===== src/rtl/multicycle_ctrl_if.sv =====
// Control/status bundle between the multicycle controller and the datapath/memory side.
// master = controller, slave = datapath and memory.
interface multicycle_ctrl_if;
  logic [5:0] op_i;
  logic [5:0] funct_i;
  logic       zero_i;
  logic       mem_ready_i;
  logic       alusrca_o;
  logic       memtoreg_o;
  logic       iord_o;
  logic       regwrite_o;
  logic       regdst_o;
  logic       irwrite_o;
  logic       pcen_o;
  logic       bne_o;
  logic       j_o;
  logic       jr_o;
  logic [1:0] pcsource_o;
  logic [2:0] alusrcb_o;
  logic [2:0] alucont_o;
  logic       memread_o;
  logic       memwrite_o;
  logic [3:0] state_o;
  logic       retire_o;
  logic       err_o;

  modport master (
    input  op_i, funct_i, zero_i, mem_ready_i,
    output alusrca_o, memtoreg_o, iord_o, regwrite_o, regdst_o, irwrite_o, pcen_o,
    output bne_o, j_o, jr_o, pcsource_o, alusrcb_o, alucont_o, memread_o, memwrite_o,
    output state_o, retire_o, err_o
  );

  modport slave (
    output op_i, funct_i, zero_i, mem_ready_i,
    input  alusrca_o, memtoreg_o, iord_o, regwrite_o, regdst_o, irwrite_o, pcen_o,
    input  bne_o, j_o, jr_o, pcsource_o, alusrcb_o, alucont_o, memread_o, memwrite_o,
    input  state_o, retire_o, err_o
  );
endinterface


===== src/rtl/multicycle_ctrl.sv =====
// Multicycle MIPS-subset control FSM: sequences one instruction FETCH..writeback,
// handshakes memory via mem_ready_i with a bounded wait, and flags illegal ops/timeouts.
module multicycle_ctrl #(
  parameter int unsigned TIMEOUT = 255
) (
  input logic                clk,
  input logic                rst,
  multicycle_ctrl_if.master  bus
);

  localparam int unsigned CntW = $clog2(TIMEOUT + 1);

  typedef enum logic [3:0] {
    StFetch   = 4'd0,
    StDecode  = 4'd1,
    StMemAdr  = 4'd2,
    StMemRd   = 4'd3,
    StMemWb   = 4'd4,
    StMemWr   = 4'd5,
    StRtypeEx = 4'd6,
    StRtypeWb = 4'd7,
    StBranch  = 4'd8,
    StAddiEx  = 4'd9,
    StAddiWb  = 4'd10,
    StJump    = 4'd11,
    StJr      = 4'd12
  } state_e;

  localparam logic [2:0] AluAnd = 3'b000;
  localparam logic [2:0] AluOr  = 3'b001;
  localparam logic [2:0] AluAdd = 3'b010;
  localparam logic [2:0] AluSub = 3'b110;
  localparam logic [2:0] AluSlt = 3'b111;

  state_e          state_q, state_d;
  logic [CntW-1:0] cnt_q, cnt_d;
  logic            err_q, err_d;
  logic            wait_st, tmo, op_ok, funct_ok;
  logic [2:0]      rt_alu;

  assign op_ok = bus.op_i inside {6'b100011, 6'b101011, 6'b000000, 6'b000100, 6'b000101,
                                  6'b001000, 6'b000010};
  assign wait_st = (state_q == StFetch) || (state_q == StMemRd) || (state_q == StMemWr);
  assign tmo = wait_st && !bus.mem_ready_i && (cnt_q == CntW'(TIMEOUT - 1));

  always_comb begin
    funct_ok = 1'b1;
    rt_alu   = 3'b000;
    case (bus.funct_i)
      6'b100000: rt_alu = AluAdd;
      6'b100010: rt_alu = AluSub;
      6'b100100: rt_alu = AluAnd;
      6'b100101: rt_alu = AluOr;
      6'b101010: rt_alu = AluSlt;
      default:   funct_ok = 1'b0;
    endcase
  end

  always_ff @(posedge clk) begin
    state_q <= state_d;
    cnt_q   <= cnt_d;
    err_q   <= err_d;
  end

  always_comb begin
    state_d = state_q;
    err_d   = err_q;
    case (state_q)
      StFetch:   if (bus.mem_ready_i) state_d = StDecode;
      StDecode: begin
        case (bus.op_i)
          6'b100011, 6'b101011: state_d = StMemAdr;
          6'b000000: state_d = (bus.funct_i == 6'b001000) ? StJr : StRtypeEx;
          6'b000100, 6'b000101: state_d = StBranch;
          6'b001000: state_d = StAddiEx;
          6'b000010: state_d = StJump;
          default: begin
            state_d = StFetch;
            err_d   = 1'b1;
          end
        endcase
      end
      StMemAdr:  state_d = (bus.op_i == 6'b100011) ? StMemRd : StMemWr;
      StMemRd:   if (bus.mem_ready_i) state_d = StMemWb;
      StMemWr:   if (bus.mem_ready_i) state_d = StFetch;
      StRtypeEx: begin
        if (funct_ok) begin
          state_d = StRtypeWb;
        end else begin
          state_d = StFetch;
          err_d   = 1'b1;
        end
      end
      StAddiEx:  state_d = StAddiWb;
      default:   state_d = StFetch;
    endcase
    if (tmo) begin
      state_d = StFetch;
      err_d   = 1'b1;
    end
    if (rst) begin
      state_d = StFetch;
      err_d   = 1'b0;
    end
  end

  // Counter restarts whenever the state is (re)entered, including a timed-out refetch.
  always_comb begin
    if (rst || tmo || (state_d != state_q)) begin
      cnt_d = '0;
    end else if (wait_st && !bus.mem_ready_i) begin
      cnt_d = cnt_q + 1'b1;
    end else begin
      cnt_d = cnt_q;
    end
  end

  always_comb begin
    bus.alusrca_o  = 1'b0;
    bus.memtoreg_o = 1'b0;
    bus.iord_o     = 1'b0;
    bus.regwrite_o = 1'b0;
    bus.regdst_o   = 1'b0;
    bus.irwrite_o  = 1'b0;
    bus.pcen_o     = 1'b0;
    bus.bne_o      = 1'b0;
    bus.j_o        = 1'b0;
    bus.jr_o       = 1'b0;
    bus.pcsource_o = 2'b00;
    bus.alusrcb_o  = 3'b000;
    bus.alucont_o  = 3'b000;
    bus.memread_o  = 1'b0;
    bus.memwrite_o = 1'b0;
    bus.retire_o   = 1'b0;
    case (state_q)
      StFetch: begin
        bus.memread_o = 1'b1;
        bus.alusrcb_o = 3'b001;
        bus.alucont_o = AluAdd;
        bus.irwrite_o = bus.mem_ready_i;
        bus.pcen_o    = bus.mem_ready_i;
      end
      StDecode: begin
        bus.alusrcb_o = 3'b011;
        bus.alucont_o = AluAdd;
        bus.retire_o  = !op_ok;
      end
      StMemAdr, StAddiEx: begin
        bus.alusrca_o = 1'b1;
        bus.alusrcb_o = 3'b100;
        bus.alucont_o = AluAdd;
      end
      StMemRd: begin
        bus.memread_o = 1'b1;
        bus.iord_o    = 1'b1;
      end
      StMemWb: begin
        bus.memtoreg_o = 1'b1;
        bus.regwrite_o = 1'b1;
        bus.retire_o   = 1'b1;
      end
      StMemWr: begin
        bus.memwrite_o = 1'b1;
        bus.iord_o     = 1'b1;
        bus.retire_o   = bus.mem_ready_i;
      end
      StRtypeEx: begin
        bus.alusrca_o = 1'b1;
        bus.alucont_o = rt_alu;
        bus.retire_o  = !funct_ok;
      end
      StRtypeWb: begin
        bus.regdst_o   = 1'b1;
        bus.regwrite_o = 1'b1;
        bus.retire_o   = 1'b1;
      end
      StBranch: begin
        bus.alusrca_o  = 1'b1;
        bus.alucont_o  = AluSub;
        bus.pcsource_o = 2'b01;
        bus.bne_o      = (bus.op_i == 6'b000101);
        bus.pcen_o     = bus.zero_i ^ (bus.op_i == 6'b000101);
        bus.retire_o   = 1'b1;
      end
      StAddiWb: begin
        bus.regwrite_o = 1'b1;
        bus.retire_o   = 1'b1;
      end
      StJump: begin
        bus.pcsource_o = 2'b10;
        bus.j_o        = 1'b1;
        bus.pcen_o     = 1'b1;
        bus.retire_o   = 1'b1;
      end
      StJr: begin
        bus.alusrca_o = 1'b1;
        bus.alusrcb_o = 3'b101;
        bus.alucont_o = AluAdd;
        bus.jr_o      = 1'b1;
        bus.pcen_o    = 1'b1;
        bus.retire_o  = 1'b1;
      end
      default: ;
    endcase
    if (rst) begin
      bus.pcen_o     = 1'b0;
      bus.irwrite_o  = 1'b0;
      bus.regwrite_o = 1'b0;
      bus.memread_o  = 1'b0;
      bus.memwrite_o = 1'b0;
      bus.retire_o   = 1'b0;
    end
  end

  assign bus.state_o = state_q;
  assign bus.err_o   = err_q;

endmodule


===== src/flat_wrapper.sv =====
// flat-port wrapper written by rule: the top's interface ports become plain ports
module multicycle_ctrl_flat 
#(
  parameter int unsigned TIMEOUT = 255
)
  (clk, rst, bus_op_i, bus_funct_i, bus_zero_i, bus_mem_ready_i, bus_alusrca_o, bus_memtoreg_o, bus_iord_o, bus_regwrite_o, bus_regdst_o, bus_irwrite_o, bus_pcen_o, bus_bne_o, bus_j_o, bus_jr_o, bus_pcsource_o, bus_alusrcb_o, bus_alucont_o, bus_memread_o, bus_memwrite_o, bus_state_o, bus_retire_o, bus_err_o);
  multicycle_ctrl_if bus_i ();
  input logic clk;
  input logic rst;
  input wire logic [$bits(bus_i.op_i)-1:0] bus_op_i;
  input wire logic [$bits(bus_i.funct_i)-1:0] bus_funct_i;
  input wire logic [$bits(bus_i.zero_i)-1:0] bus_zero_i;
  input wire logic [$bits(bus_i.mem_ready_i)-1:0] bus_mem_ready_i;
  output wire logic [$bits(bus_i.alusrca_o)-1:0] bus_alusrca_o;
  output wire logic [$bits(bus_i.memtoreg_o)-1:0] bus_memtoreg_o;
  output wire logic [$bits(bus_i.iord_o)-1:0] bus_iord_o;
  output wire logic [$bits(bus_i.regwrite_o)-1:0] bus_regwrite_o;
  output wire logic [$bits(bus_i.regdst_o)-1:0] bus_regdst_o;
  output wire logic [$bits(bus_i.irwrite_o)-1:0] bus_irwrite_o;
  output wire logic [$bits(bus_i.pcen_o)-1:0] bus_pcen_o;
  output wire logic [$bits(bus_i.bne_o)-1:0] bus_bne_o;
  output wire logic [$bits(bus_i.j_o)-1:0] bus_j_o;
  output wire logic [$bits(bus_i.jr_o)-1:0] bus_jr_o;
  output wire logic [$bits(bus_i.pcsource_o)-1:0] bus_pcsource_o;
  output wire logic [$bits(bus_i.alusrcb_o)-1:0] bus_alusrcb_o;
  output wire logic [$bits(bus_i.alucont_o)-1:0] bus_alucont_o;
  output wire logic [$bits(bus_i.memread_o)-1:0] bus_memread_o;
  output wire logic [$bits(bus_i.memwrite_o)-1:0] bus_memwrite_o;
  output wire logic [$bits(bus_i.state_o)-1:0] bus_state_o;
  output wire logic [$bits(bus_i.retire_o)-1:0] bus_retire_o;
  output wire logic [$bits(bus_i.err_o)-1:0] bus_err_o;
  assign bus_i.op_i = bus_op_i;
  assign bus_i.funct_i = bus_funct_i;
  assign bus_i.zero_i = bus_zero_i;
  assign bus_i.mem_ready_i = bus_mem_ready_i;
  assign bus_alusrca_o = bus_i.alusrca_o;
  assign bus_memtoreg_o = bus_i.memtoreg_o;
  assign bus_iord_o = bus_i.iord_o;
  assign bus_regwrite_o = bus_i.regwrite_o;
  assign bus_regdst_o = bus_i.regdst_o;
  assign bus_irwrite_o = bus_i.irwrite_o;
  assign bus_pcen_o = bus_i.pcen_o;
  assign bus_bne_o = bus_i.bne_o;
  assign bus_j_o = bus_i.j_o;
  assign bus_jr_o = bus_i.jr_o;
  assign bus_pcsource_o = bus_i.pcsource_o;
  assign bus_alusrcb_o = bus_i.alusrcb_o;
  assign bus_alucont_o = bus_i.alucont_o;
  assign bus_memread_o = bus_i.memread_o;
  assign bus_memwrite_o = bus_i.memwrite_o;
  assign bus_state_o = bus_i.state_o;
  assign bus_retire_o = bus_i.retire_o;
  assign bus_err_o = bus_i.err_o;
  multicycle_ctrl #(.TIMEOUT(TIMEOUT)) u_core (.clk(clk), .rst(rst), .bus(bus_i));
endmodule

===== config.mk =====
export PLATFORM = sky130hd
export DESIGN_NAME = multicycle_ctrl_flat
export DESIGN_NICKNAME = d
export VERILOG_FILES = /design/src/rtl/multicycle_ctrl_if.sv /design/src/rtl/multicycle_ctrl.sv /design/src/flat_wrapper.sv
export SDC_FILE = /design/constraint.sdc
export NUM_CORES = 1
export LEC_CHECK = 0
export ABC_AREA = 0
export BUFFER_PORTS_ARGS = -buffer_cell sky130_fd_sc_hd__buf_2
export CAP_MARGIN = 40
export CORE_UTILIZATION = 56
export DETAILED_ROUTE_END_ITERATION = 10
export GPL_ROUTABILITY_DRIVEN = 0
export PLACE_DENSITY = 0.86
export RECOVER_POWER = 50
export SLEW_MARGIN = 20
export SYNTH_ARGS = -nofsm -noshare
export SYNTH_HDL_FRONTEND = slang
export SYNTH_SLANG_ARGS = --single-unit

===== constraint.sdc =====
create_clock -name clk -period 4.1 [get_ports clk]
set_input_delay 1.23 -clock clk [delete_from_list [all_inputs] [get_ports clk]]
set_output_delay 1.23 -clock clk [all_outputs]
set_load 0.02 [all_outputs]

* Word level (Yosys, flattened, before mapping) *
Index checks and enable logic that the tools add are counted.

storage, ports and cells
  register bits = 13
  input port bits = 16
  output and inout bits = 26
  word-level logic and storage cells = 97

operators by class
  $add $sub $neg = 1
  reductions and logical operators = 26
  eq/ne operators = 28
  bitwise gates (word level) = 1
  muxes and demuxes = 38

operators by type and width
  operator                                                                count
  6-bit equality test (second input constant)                             7
  4-bit case mux with 7 select lines                                      1
  4-bit 2-to-1 mux                                                        6
  3-bit case mux with 4 select lines                                      2
  1-bit 2-to-1 mux                                                        21
  4-bit equality test (second input constant)                             5
  4-bit case mux with 5 select lines                                      1
  4-bit by 3-bit equality test with 1-bit output (second input constant)  4
  5-bit OR reduction                                                      3
  6-bit by 3-bit equality test with 1-bit output (second input constant)  2
  6-bit by 4-bit equality test with 1-bit output (second input constant)  2
  2-bit OR reduction                                                      6
  3-bit case mux with 3 select lines                                      1
  8-bit by 1-bit adder with 8-bit output (second input constant)          1
  4-bit by 2-bit equality test with 1-bit output (second input constant)  2
  8-bit equality test (second input constant)                             1
  7-bit nonzero test                                                      1
  7-bit OR reduction                                                      1
  6-bit by 2-bit equality test with 1-bit output (second input constant)  1
  6-bit logical NOT                                                       1
  3-bit 2-to-1 mux                                                        2
  3-bit by 2-bit != test with 1-bit output (second input constant)        2
  6-bit OR reduction                                                      1
  4-bit by 1-bit equality test with 1-bit output (second input constant)  1
  13 further kinds                                                        19

* Depth between registers and ports, before layout *
Gate-level depths: netlist of run 1.

  word-level depth = 9
  depth in mapped cells = 8
  gate-level depth less buffers = 7

* Worst setup path after synthesis of run 1 *
OpenSTA, ideal clock, no wires.

  path kind = in2out
  from = input port bus_op_i[5]
  to = output port bus_pcen_o
  data required time = 2.870 ns
  cell stages on the path = 7
  arrival = 2.681 ns
  path slack = 0.189 ns
  buffers on the path = 1
  path through = buf_2 > nor2_1 > nand2_1 > or3_1 > xnor2_1 > o211ai_1 > a211oi_1

between the ends
  cells in the longest elaborated chain, start to end = 4

RTL lines
  what                                            line                    RTL
  start: declaration                              flat_wrapper.sv:10      input wire logic [$bits(bus_i.op_i)-1:0] bus_op_i;
  6-bit by 3-bit equality test with 1-bit output  multicycle_ctrl.sv:182  bus.pcen_o = bus.zero_i ^ (bus.op_i == 6'b000101);
  1-bit bitwise XOR                               multicycle_ctrl.sv:182
  1-bit case mux with 3 select lines              multicycle_ctrl.sv:135  case (state_q)
  1-bit 2-to-1 mux                                multicycle_ctrl.sv:205  if (rst) begin
  end: declaration                                flat_wrapper.sv:20      output wire logic [$bits(bus_i.pcen_o)-1:0] bus_pcen_o;

No other way between the ends.

* Final worst setup path of run 1 *
Ends and elaborated chain as after synthesis.

==> impl_summary.txt, run 1 <==
----------------------------------------------------
[Final layout]
  Most frequent cells in the layout ... sky130_fd_sc_hd__buf_2, sky130_fd_sc_hd__nor2_1, sky130_fd_sc_hd__nand2_1, sky130_fd_sc_hd__nor3_1, sky130_fd_sc_hd__a21oi_1
  Commonest non-fill, non-tap cell in the layout ... sky130_fd_sc_hd__buf_2
  Layout net count ... 246
  Layout cells sized above 1 ... 20.7%
  Final non-filler cell area ... 1600 sq um
  Synth-to-Final Area Change ... 11.8%
  Antenna fix cells ... 0
  Final design utilization ... 69.6%
  Fill cell instance count of the final layout ... 215

[Synthesis]
  Syn. warnings ... 0
  Post-synthesis adder-cell area fraction ... 1.75%
  Synthesized cell area ... 1430 sq um
  Leading register cell type out of synthesis ... sky130_fd_sc_hd__dfxtp_1
  Share of flip-flops with an asynchronous set or reset after synthesis ... 0%
  Synthesized-area fraction occupied by and/or/nand/nor cells ... 35.7%
  Syn nets ... 212
  Instance count of the mapped netlist ... 194
  Post-synthesis share of cell area spent on xor and xnor gates ... 6.13%
  Cell variety after synth ... 54
  Area fraction in compound gates after synthesis ... 26.4%
  Post-synthesis sequential area ratio ... 18.2%
  Post-synthesis average cell area ... 7.37 sq um
  Post-synth EDFFs ... 0
  Synthesized flop and latch total ... 13
  Proportion of synthesized area in mux cells ... 4.03%
  Combinational family with the most area after synthesis ... simple AND/OR/NAND/NOR gates

[Worst setup path]
  Launching element of the worst setup path ... bus_op_i[5]
  Endpoint of the worst-slack reg-to-reg timing path ... u_core.cnt_q[1]
  Arrival @ worst endpoint ... 2.67 ns
  Largest fanout on the critical path ... 9
  Worst setup path end ... bus_pcen_o
  Category of the worst setup path capture point ... output pin
  Flop2flop setup slack ... 0.91 ns
  Required time at the worst-slack endpoint ... 2.87 ns
  Critical setup path kind ... primary input to output pin
  R2R Path Start ... u_core.bus.state_o[2]
  Kind of launch point of the worst setup path ... primary input
  Reg2reg path depth ... 7

[STA]
  Slew Limit Fails ... 0
  Ratio of final minimum period to clock period ... 95.0%
  Unrepaired setup endpoints after global routing ... no
  Shortest period the worst path allows ... 3.90 ns
  Transition time at the pin with the least slew margin ... 1.17 ns
  TNS Setup ... 0 ns
  Setup Viol. Count Final ... 0
  Highest clock rate ... 257 MHz
  Worst relative slew slack ... 21.9%
  Count of final hold-check violations ... 0
  Clock Skew ... 0.00368 ns

[Floorplanning]
  Die ar. ... 2760 sq um
  Overall die height ... 52.5 um
  Top-Level Pins ... 42
  Initial Utilization ... 62.2%
  DIE WIDTH ... 52.5 um
  Number of cell rows ... 17
  Placeable core area ... 2300 sq um

[Flow run]
  Number of maximum-capacitance violations ... 0

[Clocking]
  Count of H-tree levels built during CTS ... 1
  Hold Buf Count CTS ... 0
  Max Root-Sink Buffers ... 2
  TritonCTS clock tree ... done
  Clock-pin slew of the registers on the worst-case setup and hold paths ... 0.07 ns
  # Post-CTS Setup Buffers ... 0
  Root buffer cell ... sky130_fd_sc_hd__clkbuf_4
  Worst skew pair latency ... 0.29 ns
  CTS resizes ... 0
  Number of buffers added by the clock tree synthesis step ... 3
  Clock sinks ... 13

[Placed design]
  Number of buffers inserted by port buffering ... 41
  Area of placed instances ... 1610 sq um
  HPWL reported at the end of detailed placement ... 2780 um

[Route]
  Via Count ... 1,607
  Routed Antenna Nets ... 0
  Drt pass-1 iters ... 5
  Via count normalized by instance count ... 6.30
  WL/cell ... 14.5 um
  DRT Wirelength ... 3710 um
  DRC violations left ... 0
  DR iter-0 viols ... 89

[GRT]
  Antenna violations before repair ... 0
  Largest net degree at the start of global routing ... 26
  Global-route wire length before repair ... 6150 um
  Global route total overflow ... 0
  GRT Overall Usage ... 29.7%
  Number of global-route vias before repair ... 1,309

[Pwr]
  Worst VDD drop ... 0.141 mV
  P per Cell Area ... 190 nW/um^2
  Leakage power figure ... 0.597 nW

[Min path]
  Min-Delay Path Class ... flip-flop to flip-flop

[Outcome]
  Status ... finished clean

----------------------------------------------------
==> per-stage QoR <==
| stage | std cells | power (W) | setup WS [ns] | hold slack (ns) |
|---|---|---|---|---|
| global route | 255 | 0.000320 | 0.0596 | 0.554 |
| finish | 255 | 0.000304 | 0.204 | 0.524 |
| CTS | 255 | 0.000308 | 0.249 | 0.530 |
| detailed placement | 251 | 0.000227 | 0.253 | 0.519 |
| floorplan | 194 | 0.000204 | 0.189 | 0.507 |
| global placement | 251 | 0.000223 | 0.291 | 0.501 |
==> where the power goes <==
group,total (W),leakage [nW],switching (W),internal [W]
sequential,0.000133,0.105,0.00000349,0.000129
combinational,0.0000891,0.477,0.0000559,0.0000332
clock,0.0000820,0.0150,0.0000440,0.0000379
total,0.000304,0.597,0.000103,0.000201
==> worst min-delay path by stage <==
stage,endpoint,slack (ns),start,depth (start not counted)
detailed placement,u_core.bus.err_o,0.52,u_core.bus.err_o,2
global placement,u_core.bus.err_o,0.50,u_core.bus.err_o,2
floorplan,u_core.cnt_q[5],0.51,u_core.cnt_q[5],2
CTS,u_core.bus.err_o,0.53,u_core.bus.err_o,2
global route,u_core.bus.err_o,0.55,u_core.bus.err_o,2
finish,u_core.bus.err_o,0.52,u_core.bus.err_o,2
==> layout make-up <==
class	instances	area [sq um]	share of cell area, %
well taps	28	35.0	2.19
flip-flops and latches	13	260	16.3
inverters	6	22.5	1.41
multi-input cells	159	1040	65.2
clock buffers	4	26.3	1.64
repair buffers	45	213	13.3
==> synthesized netlist by cell type (2+ instances only) <==
master	instances	area (sq um)
sky130_fd_sc_hd__inv_1	5	18.8
sky130_fd_sc_hd__or4_1	2	15.0
sky130_fd_sc_hd__o21ai_0	7	35.0
sky130_fd_sc_hd__o22ai_1	2	12.5
sky130_fd_sc_hd__a2111oi_4	2	55.1
sky130_fd_sc_hd__nand2_1	18	67.6
sky130_fd_sc_hd__o32ai_1	3	26.3
sky130_fd_sc_hd__a31o_2	2	17.5
sky130_fd_sc_hd__dfxtp_1	13	260
sky130_fd_sc_hd__nand4_1	4	25.0
sky130_fd_sc_hd__nor4b_1	2	17.5
sky130_fd_sc_hd__xnor2_1	5	43.8
sky130_fd_sc_hd__buf_2	7	35.0
sky130_fd_sc_hd__nor3_1	16	80.1
sky130_fd_sc_hd__nor2_1	22	82.6
sky130_fd_sc_hd__buf_6	2	22.5
sky130_fd_sc_hd__a31oi_1	2	12.5
sky130_fd_sc_hd__ha_1	2	25.0
sky130_fd_sc_hd__o211ai_1	2	15.0
sky130_fd_sc_hd__nor3b_1	2	15.0
sky130_fd_sc_hd__a21oi_1	15	75.1
sky130_fd_sc_hd__and3_1	2	12.5
sky130_fd_sc_hd__a211oi_1	3	22.5
sky130_fd_sc_hd__xor2_1	5	43.8
sky130_fd_sc_hd__nor4_1	2	12.5
sky130_fd_sc_hd__nand2b_1	8	50.1
sky130_fd_sc_hd__nor2b_1	3	18.8
sky130_fd_sc_hd__clkbuf_1	5	18.8
sky130_fd_sc_hd__mux2i_1	2	20.0
sky130_fd_sc_hd__nand3_1	5	25.0
==> cell families after synthesis <==
logic type / Yosys count
AOI/OAI and AO/OA: 48
xor gates and xnor gates: 10
adders and majority gates: 2
DFF: 13
and+or+nand+nor: 95
buffers and inverters: 22
muxes: 4
==> layer usage <==
metal | track usage, % | part of all wire, % | up-vias | routed length [um]
met3 | 5.22 | 8.2 | 4 | 304
met1 | 42.2 | 45 | 736 | 1650
met2 | 47.0 | 46 | 78 | 1710
li1 | - | - | 789 | -
met5 | 0 | 0 | - | 0
met4 | 4.39 | 1.1 | 0 | 40
==> worst max-delay path, stage by stage <==
cell	delay, ns
sky130_fd_sc_hd__buf_2	0.15
sky130_fd_sc_hd__nor2_1	0.15
sky130_fd_sc_hd__nand2_1	0.06
sky130_fd_sc_hd__or3_1	0.36
sky130_fd_sc_hd__xnor2_1	0.16
sky130_fd_sc_hd__o211ai_1	0.10
sky130_fd_sc_hd__a211oi_1	0.25
sky130_fd_sc_hd__buf_2	0.20
==> flip-flops by register name, summed over array words and instances, names as in the netlist <==
register and count:
u_core.bus.state_o 4, u_core.bus.err_o 1, u_core.cnt_q 8
No activity file was read; power rests on OpenSTA's default activity.
==> run 2: changes to the inputs <==
--- a/config.mk
+++ b/config.mk
@@ -8,6 +8,7 @@
 export ABC_AREA = 0
 export BUFFER_PORTS_ARGS = -buffer_cell sky130_fd_sc_hd__buf_2
 export CAP_MARGIN = 40
+export CORE_MARGIN = 4
 export CORE_UTILIZATION = 56
 export DETAILED_ROUTE_END_ITERATION = 10
 export GPL_ROUTABILITY_DRIVEN = 0
==> run 2 against run 1 <==
Net effect:
- sequential power is essentially flat
- largest cell class unchanged
- highest routed layer unchanged
- cell area is 1.0% higher
- critical endpoint unchanged
- flip-flop and latch count unchanged
- worst hold slack improved by 0.013 ns
==> impl_summary.txt, run 2 (synthesis gave the netlist of run 1 again) <==
----------------------------------------------------
[Min path]
  Min-Delay Path Class ... flip-flop to flip-flop

[STA]
  Highest clock rate ... 257 MHz (+0.27%)
  Unrepaired setup endpoints after global routing ... no
  Setup slack of the critical path after layout ... 0.214 ns (+0.0104 ns)
  TNS Setup ... 0 ns (unchanged)
  Transition time at the pin with the least slew margin ... 1.15 ns (-0.0242 ns)
  Shortest period the worst path allows ... 3.89 ns (-0.0104 ns)
  Worst relative slew slack ... 23.6% (+1.6 points)
  Slew Limit Fails ... 0 (unchanged)
  Clock Skew ... 0.00447 ns (+0.000793 ns)
  Count of final hold-check violations ... 0 (unchanged)
  Ratio of final minimum period to clock period ... 94.8% (-0.25 points)
  Setup Viol. Count Final ... 0 (unchanged)

[Clocking]
  CTS resizes ... 0 (unchanged)
  Clock sinks ... 13 (unchanged)
  TritonCTS clock tree ... done
  Clock-pin slew of the registers on the worst-case setup and hold paths ... 0.09 ns (+0.02 ns)
  Max Root-Sink Buffers ... 2 (unchanged)
  Worst skew pair latency ... 0.29 ns (about the same)
  Count of H-tree levels built during CTS ... 1 (unchanged)
  Root buffer cell ... sky130_fd_sc_hd__clkbuf_4
  # Post-CTS Setup Buffers ... 0 (unchanged)
  Hold Buf Count CTS ... 0 (unchanged)
  Number of buffers added by the clock tree synthesis step ... 3 (unchanged)

[Worst setup path]
  Required time at the worst-slack endpoint ... 2.87 ns (about the same)
  Kind of launch point of the worst setup path ... primary input
  Top cell by count, worst path ... sky130_fd_sc_hd__buf_2
  Kind of cell adding the most delay to the critical path ... simple AND/OR/NAND/NOR gates
  Number of buffer and inverter instances along the worst setup path ... 2 (unchanged)
  Slowest Stage Delay on Critical Path ... 0.35 ns (about the same)
  Arrival @ worst endpoint ... 2.66 ns (about the same)
  Largest fanout on the critical path ... 9 (unchanged)
  Category of the worst setup path capture point ... output pin
  Slowest cell on crit path ... sky130_fd_sc_hd__or3_1
  Critical setup path kind ... primary input to output pin
  List of cells traversed by the critical path ... buf_2 -> nor2_1 -> nand2_1 -> or3_1 -> xnor2_1 -> o211ai_1 -> a211oi_1 -> buf_2

[Final layout]
  Synth-to-Final Area Change ... 13.0%
  Number of standard cells in the layout, taps in and fillers out ... 258 (+1.2%)
  Commonest non-fill, non-tap cell in the layout ... sky130_fd_sc_hd__buf_2
  Most frequent cells in the layout ... sky130_fd_sc_hd__buf_2, sky130_fd_sc_hd__nor2_1, sky130_fd_sc_hd__nand2_1, sky130_fd_sc_hd__nor3_1, sky130_fd_sc_hd__a21oi_1
  Antenna fix cells ... 0 (unchanged)
  Reg with most FFs ... u_core.cnt_q
  Layout cells sized above 1 ... 22.8% (+2.1 points)
  Max FFs per register ... 8 (unchanged)
  Layout net count ... 247 (+0.41%)

[Flow run]
  Number of maximum-capacitance violations ... 0 (unchanged)

[Floorplanning]
  Die ar. ... 3420 sq um (+24%)
  Top-Level Pins ... 42 (unchanged)
  Placeable core area ... 2450 sq um (+6.9%)
  Overall die height ... 58.5 um (+11%)
  Initial Utilization ... 58.2% (-4.0 points)
  DIE WIDTH ... 58.5 um (+11%)
  Number of cell rows ... 18 (+1)

[Route]
  DRC violations left ... 0 (unchanged)
  Routed Antenna Nets ... 0 (unchanged)
  DR iter-0 viols ... 155 (+74%)
  Via count normalized by instance count ... 6.30 (about the same)
  Drt pass-1 iters ... 5 (unchanged)
  DRT Wirelength ... 3710 um (about the same)
  Via Count ... 1,625 (+1.1%)
  WL/cell ... 14.4 um (-1.2%)

[GRT]
  Global-route wire length before repair ... 6020 um (-2.2%)
  Antenna violations before repair ... 0 (unchanged)
  Global route total overflow ... 0 (unchanged)
  Largest net degree at the start of global routing ... 26 (unchanged)
  Number of global-route vias before repair ... 1,311 (+0.15%)
  GRT Overall Usage ... 22.2% (-7.5 points)

[Outcome]
  Status ... finished clean

[Pwr]
  Worst VDD drop ... 0.159 mV (+12%)
  Leakage power figure ... 0.612 nW (+2.4%)
  P per Cell Area ... 190 nW/um^2 (about the same)

[Placed design]
  Number of placed cells counting well taps ... 254 (+1.2%)
  HPWL reported at the end of detailed placement ... 2810 um (+1.3%)
  Number of buffers inserted by port buffering ... 41 (unchanged)
  Placement-stage worst setup slack ... 0.248 ns (-0.00518 ns)

----------------------------------------------------
==> run 2: final timing paths <==
path / startpoint / end / slack [ns] / cells past startpoint
setup / recovery: bus_op_i[5] / bus_pcen_o / 0.21 / 8
hold / removal: u_core.bus.err_o / u_core.bus.err_o / 0.54 / 2
setup reg to reg: u_core.bus.state_o[2] / u_core.cnt_q[1] / 0.95 / 7
hold reg to reg: u_core.bus.err_o / u_core.bus.err_o / 0.54 / 2
==> run 2: report_power, final <==
part / total [W] / leakage (nW) / internal, W / switching [W]
Sequential: 0.000133 / 0.105 / 0.000130 / 0.00000353
Combinational: 0.0000901 / 0.489 / 0.0000340 / 0.0000561
Clock: 0.0000843 / 0.0177 / 0.0000363 / 0.0000480
==> run 2: area by class of cell <==
| class | count | area [sq um] |
|---|---|---|
| clock buffer | 3 | 22.5 |
| fill | 239 | 841 |
| clock inverter | 1 | 5.00 |
| timing repair buffer | 46 | 223 |
| multi-input combinational | 159 | 1040 |
| inverter | 6 | 22.5 |
| tap | 30 | 37.5 |
| sequential | 13 | 260 |
==> run 2: through the flow <==
| stage | power (W) | hold slack [ns] | utilization (%) | cell area [sq um] |
|---|---|---|---|---|
| after floorplan | 0.000204 | 0.507 | - | 1430 |
| final | 0.000307 | 0.538 | 65.7 | 1610 |
| after detailed placement | 0.000228 | 0.525 | 66.1 | 1620 |
| after global placement | 0.000226 | 0.497 | 66.1 | 1620 |
| after global routing | 0.000328 | 0.579 | 65.7 | 1610 |
| after CTS | 0.000311 | 0.536 | 67.2 | 1650 |
==> run 2: tightest hold or removal path, delay by kind of cell (launching register included) <==
kind	cells	cell delay (ns)
flip-flops	1	0.32
AND/OR/NAND/NOR	1	0.10
AO/OA/AOI/OAI	1	0.07
==> run 2: per-layer routing <==
| layer | GRT usage (%) | up-vias | share of wire (%) |
|---|---|---|---|
| li1 | - | 785 | - |
| met1 | 31.7 | 746 | 44 |
| met2 | 34.4 | 88 | 48 |
| met3 | 2.85 | 6 | 7.3 |
| met4 | 6.95 | 0 | 1.2 |
| met5 | 0 | - | 0 |
==> run 3: changes to the inputs <==
==> constraint.sdc (replaced) <==
create_clock -name clk -period 4.5 [get_ports clk]
set_input_delay 1.35 -clock clk [delete_from_list [all_inputs] [get_ports clk]]
set_output_delay 1.35 -clock clk [all_outputs]
set_load 0.02 [all_outputs]
==> run 3 against run 2 <==
Net effect:
- total power fell by 10%
- die area stayed put
- non-clock buffer count shrank 2
- clock skew decreased by 0.0012 ns
- largest power group unchanged
==> impl_summary.txt, run 3 (synthesis gave the netlist of run 1 again) <==
----------------------------------------------------
[Worst setup path]
  R2R Path Start ... u_core.bus.state_o[2]
  Largest fanout on the critical path ... 8 (-1)
  List of cells traversed by the critical path ... buf_2 -> or3_1 -> a2bb2oi_1 -> a21oi_1 -> o32ai_1 -> nand2_1 -> a21oi_1 -> buf_2
  Endpoint of the worst-slack reg-to-reg timing path ... u_core.cnt_q[0]
  Kind of cell adding the most delay to the critical path ... compound AO/OA/AOI/OAI gates
  Slowest cell on crit path ... sky130_fd_sc_hd__o32ai_1
  Slowest Stage Delay on Critical Path ... 0.28 ns (-0.07 ns)
  Worst setup path end ... bus_retire_o
  Number of buffer and inverter instances along the worst setup path ... 2 (unchanged)
  Category of the worst setup path capture point ... output pin
  Critical setup path kind ... primary input to output pin
  Kind of launch point of the worst setup path ... primary input
  Arrival @ worst endpoint ... 2.82 ns (+0.16 ns)
  Required time at the worst-slack endpoint ... 3.15 ns (+0.28 ns)
  Flop2flop setup slack ... 1.21 ns (+0.26 ns)
  Launching element of the worst setup path ... bus_op_i[0]
  Reg2reg path depth ... 7 (unchanged)
  Depth of the critical timing path with buffers and inverters included ... 8 (unchanged)

[Floorplanning]
  Top-Level Pins ... 42 (unchanged)
  Initial Utilization ... 58.2% (unchanged)
  Overall die height ... 58.5 um (unchanged)
  Die ar. ... 3420 sq um (unchanged)
  Number of cell rows ... 18 (unchanged)
  Placeable core area ... 2450 sq um (unchanged)
  DIE WIDTH ... 58.5 um (unchanged)

[GRT]
  Number of global-route vias before repair ... 1,400 (+6.8%)
  Largest net degree at the start of global routing ... 27 (+3.8%)
  Global route total overflow ... 0 (unchanged)
  Antenna violations before repair ... 0 (unchanged)
  Global-route wire length before repair ... 6450 um (+7.2%)
  GRT Overall Usage ... 23.7% (+1.5 points)

[Final layout]
  Antenna fix cells ... 0 (unchanged)
  Layout cells sized above 1 ... 21.2% (-1.6 points)
  Synth-to-Final Area Change ... 11.1%
  Layout net count ... 245 (-0.81%)
  Commonest non-fill, non-tap cell in the layout ... sky130_fd_sc_hd__buf_2
  Reg with most FFs ... u_core.cnt_q
  Most frequent cells in the layout ... sky130_fd_sc_hd__buf_2, sky130_fd_sc_hd__nor2_1, sky130_fd_sc_hd__nand2_1, sky130_fd_sc_hd__nor3_1, sky130_fd_sc_hd__a21oi_1
  Max FFs per register ... 8 (unchanged)

[Route]
  DR iter-0 viols ... 89 (-43%)
  DRT Wirelength ... 3960 um (+6.9%)
  WL/cell ... 15.5 um (+7.7%)
  Via Count ... 1,604 (-1.3%)
  DRC violations left ... 0 (unchanged)
  Drt pass-1 iters ... 4 (-1)
  Via count normalized by instance count ... 6.27 (-0.52%)
  Routed Antenna Nets ... 0 (unchanged)

[Clocking]
  Worst skew pair latency ... 0.27 ns (-0.02 ns)
  Max Root-Sink Buffers ... 2 (unchanged)
  Count of H-tree levels built during CTS ... 1 (unchanged)
  # Post-CTS Setup Buffers ... 0 (unchanged)
  Hold Buf Count CTS ... 0 (unchanged)
  CTS resizes ... 0 (unchanged)
  Root buffer cell ... sky130_fd_sc_hd__clkbuf_4
  Clock sinks ... 13 (unchanged)
  TritonCTS clock tree ... done
  Number of buffers added by the clock tree synthesis step ... 3 (unchanged)
  Clock-pin slew of the registers on the worst-case setup and hold paths ... 0.08 ns (about the same)

[Outcome]
  Status ... finished clean

[Flow run]
  Number of maximum-capacitance violations ... 0 (unchanged)

[STA]
  Setup Viol. Count Final ... 0 (unchanged)
  Count of final hold-check violations ... 0 (unchanged)
  TNS Setup ... 0 ns (unchanged)
  Ratio of final minimum period to clock period ... 92.8%
  Worst relative slew slack ... 25.5% (+2.0 points)
  Slew Limit Fails ... 0 (unchanged)
  Transition time at the pin with the least slew margin ... 1.12 ns (-0.0293 ns)
  Clock Skew ... 0.00323 ns (-0.00124 ns)
  Post-Route Hold Slack ... 0.511 ns (-0.0263 ns)
  Unrepaired setup endpoints after global routing ... no
  Highest clock rate ... 240 MHz
  Shortest period the worst path allows ... 4.17 ns

[Min path]
  Min-Delay Path Class ... flip-flop to flip-flop

[Pwr]
  P per Cell Area ... 174 nW/um^2 (-8.5%)
  Worst VDD drop ... 0.203 mV (+28%)
  Leakage power figure ... 0.603 nW (-1.5%)

[Placed design]
  HPWL reported at the end of detailed placement ... 2900 um (+3.1%)
  Number of buffers inserted by port buffering ... 41 (unchanged)

----------------------------------------------------
[run 3: layout make-up]
type | count | area [sq um]
Multi-Input combinational cell | 159 | 1030
Sequential cell | 13 | 260
Timing Repair Buffer | 44 | 214
Inverter | 6 | 22.5
Clock buffer | 4 | 26.3
Tap cell | 30 | 37.5
Fill cell | 244 | 867
[run 3: stage by stage]
step / setup slack, ns / cell area, sq um / utilization [%] / power (W) / std cells
after floorplan: 0.349 / 1430 / - / 0.000186 / 194
after global placement: 0.464 / 1610 / 65.4 / 0.000205 / 252
after detailed placement: 0.425 / 1610 / 65.4 / 0.000207 / 252
after CTS: 0.418 / 1630 / 66.5 / 0.000280 / 256
after global routing: 0.173 / 1590 / 64.7 / 0.000290 / 256
final: 0.326 / 1590 / 64.7 / 0.000277 / 256
[run 3: how the worst min path moves through the flow]
stage	start	to	slack (ns)	depth (start not counted)
after detailed placement	u_core.bus.err_o	u_core.bus.err_o	0.50	2
after floorplan	u_core.cnt_q[5]	u_core.cnt_q[5]	0.51	2
after CTS	u_core.bus.err_o	u_core.bus.err_o	0.51	2
after global routing	u_core.bus.err_o	u_core.bus.err_o	0.55	2
final	u_core.bus.err_o	u_core.bus.err_o	0.51	2
after global placement	u_core.bus.err_o	u_core.bus.err_o	0.50	2
[run 3: tightest hold or removal path: cells and delay by family (launching register included)]
family | cells | cell delay [ns]
flip-flops | 1 | 0.31
AO/OA/AOI/OAI | 1 | 0.06
AND/OR/NAND/NOR | 1 | 0.09
[run 3: report_power, final]
| part | switching, W | internal [W] | leakage (nW) |
|---|---|---|---|
| clock network | 0.0000381 | 0.0000344 | 0.0150 |
| logic | 0.0000485 | 0.0000307 | 0.482 |
| registers | 0.00000701 | 0.000118 | 0.105 |
| total | 0.0000937 | 0.000183 | 0.603 |
[run 3: layer usage]
| layer | vias up | track usage, % | part of all wire (%) |
|---|---|---|---|
| met5 | - | 0 | 0 |
| met3 | 4 | 3.29 | 6.9 |
| li1 | 781 | - | - |
| met1 | 743 | 32.8 | 43 |
| met4 | 0 | 6.95 | 0.86 |
| met2 | 76 | 38.0 | 49 |
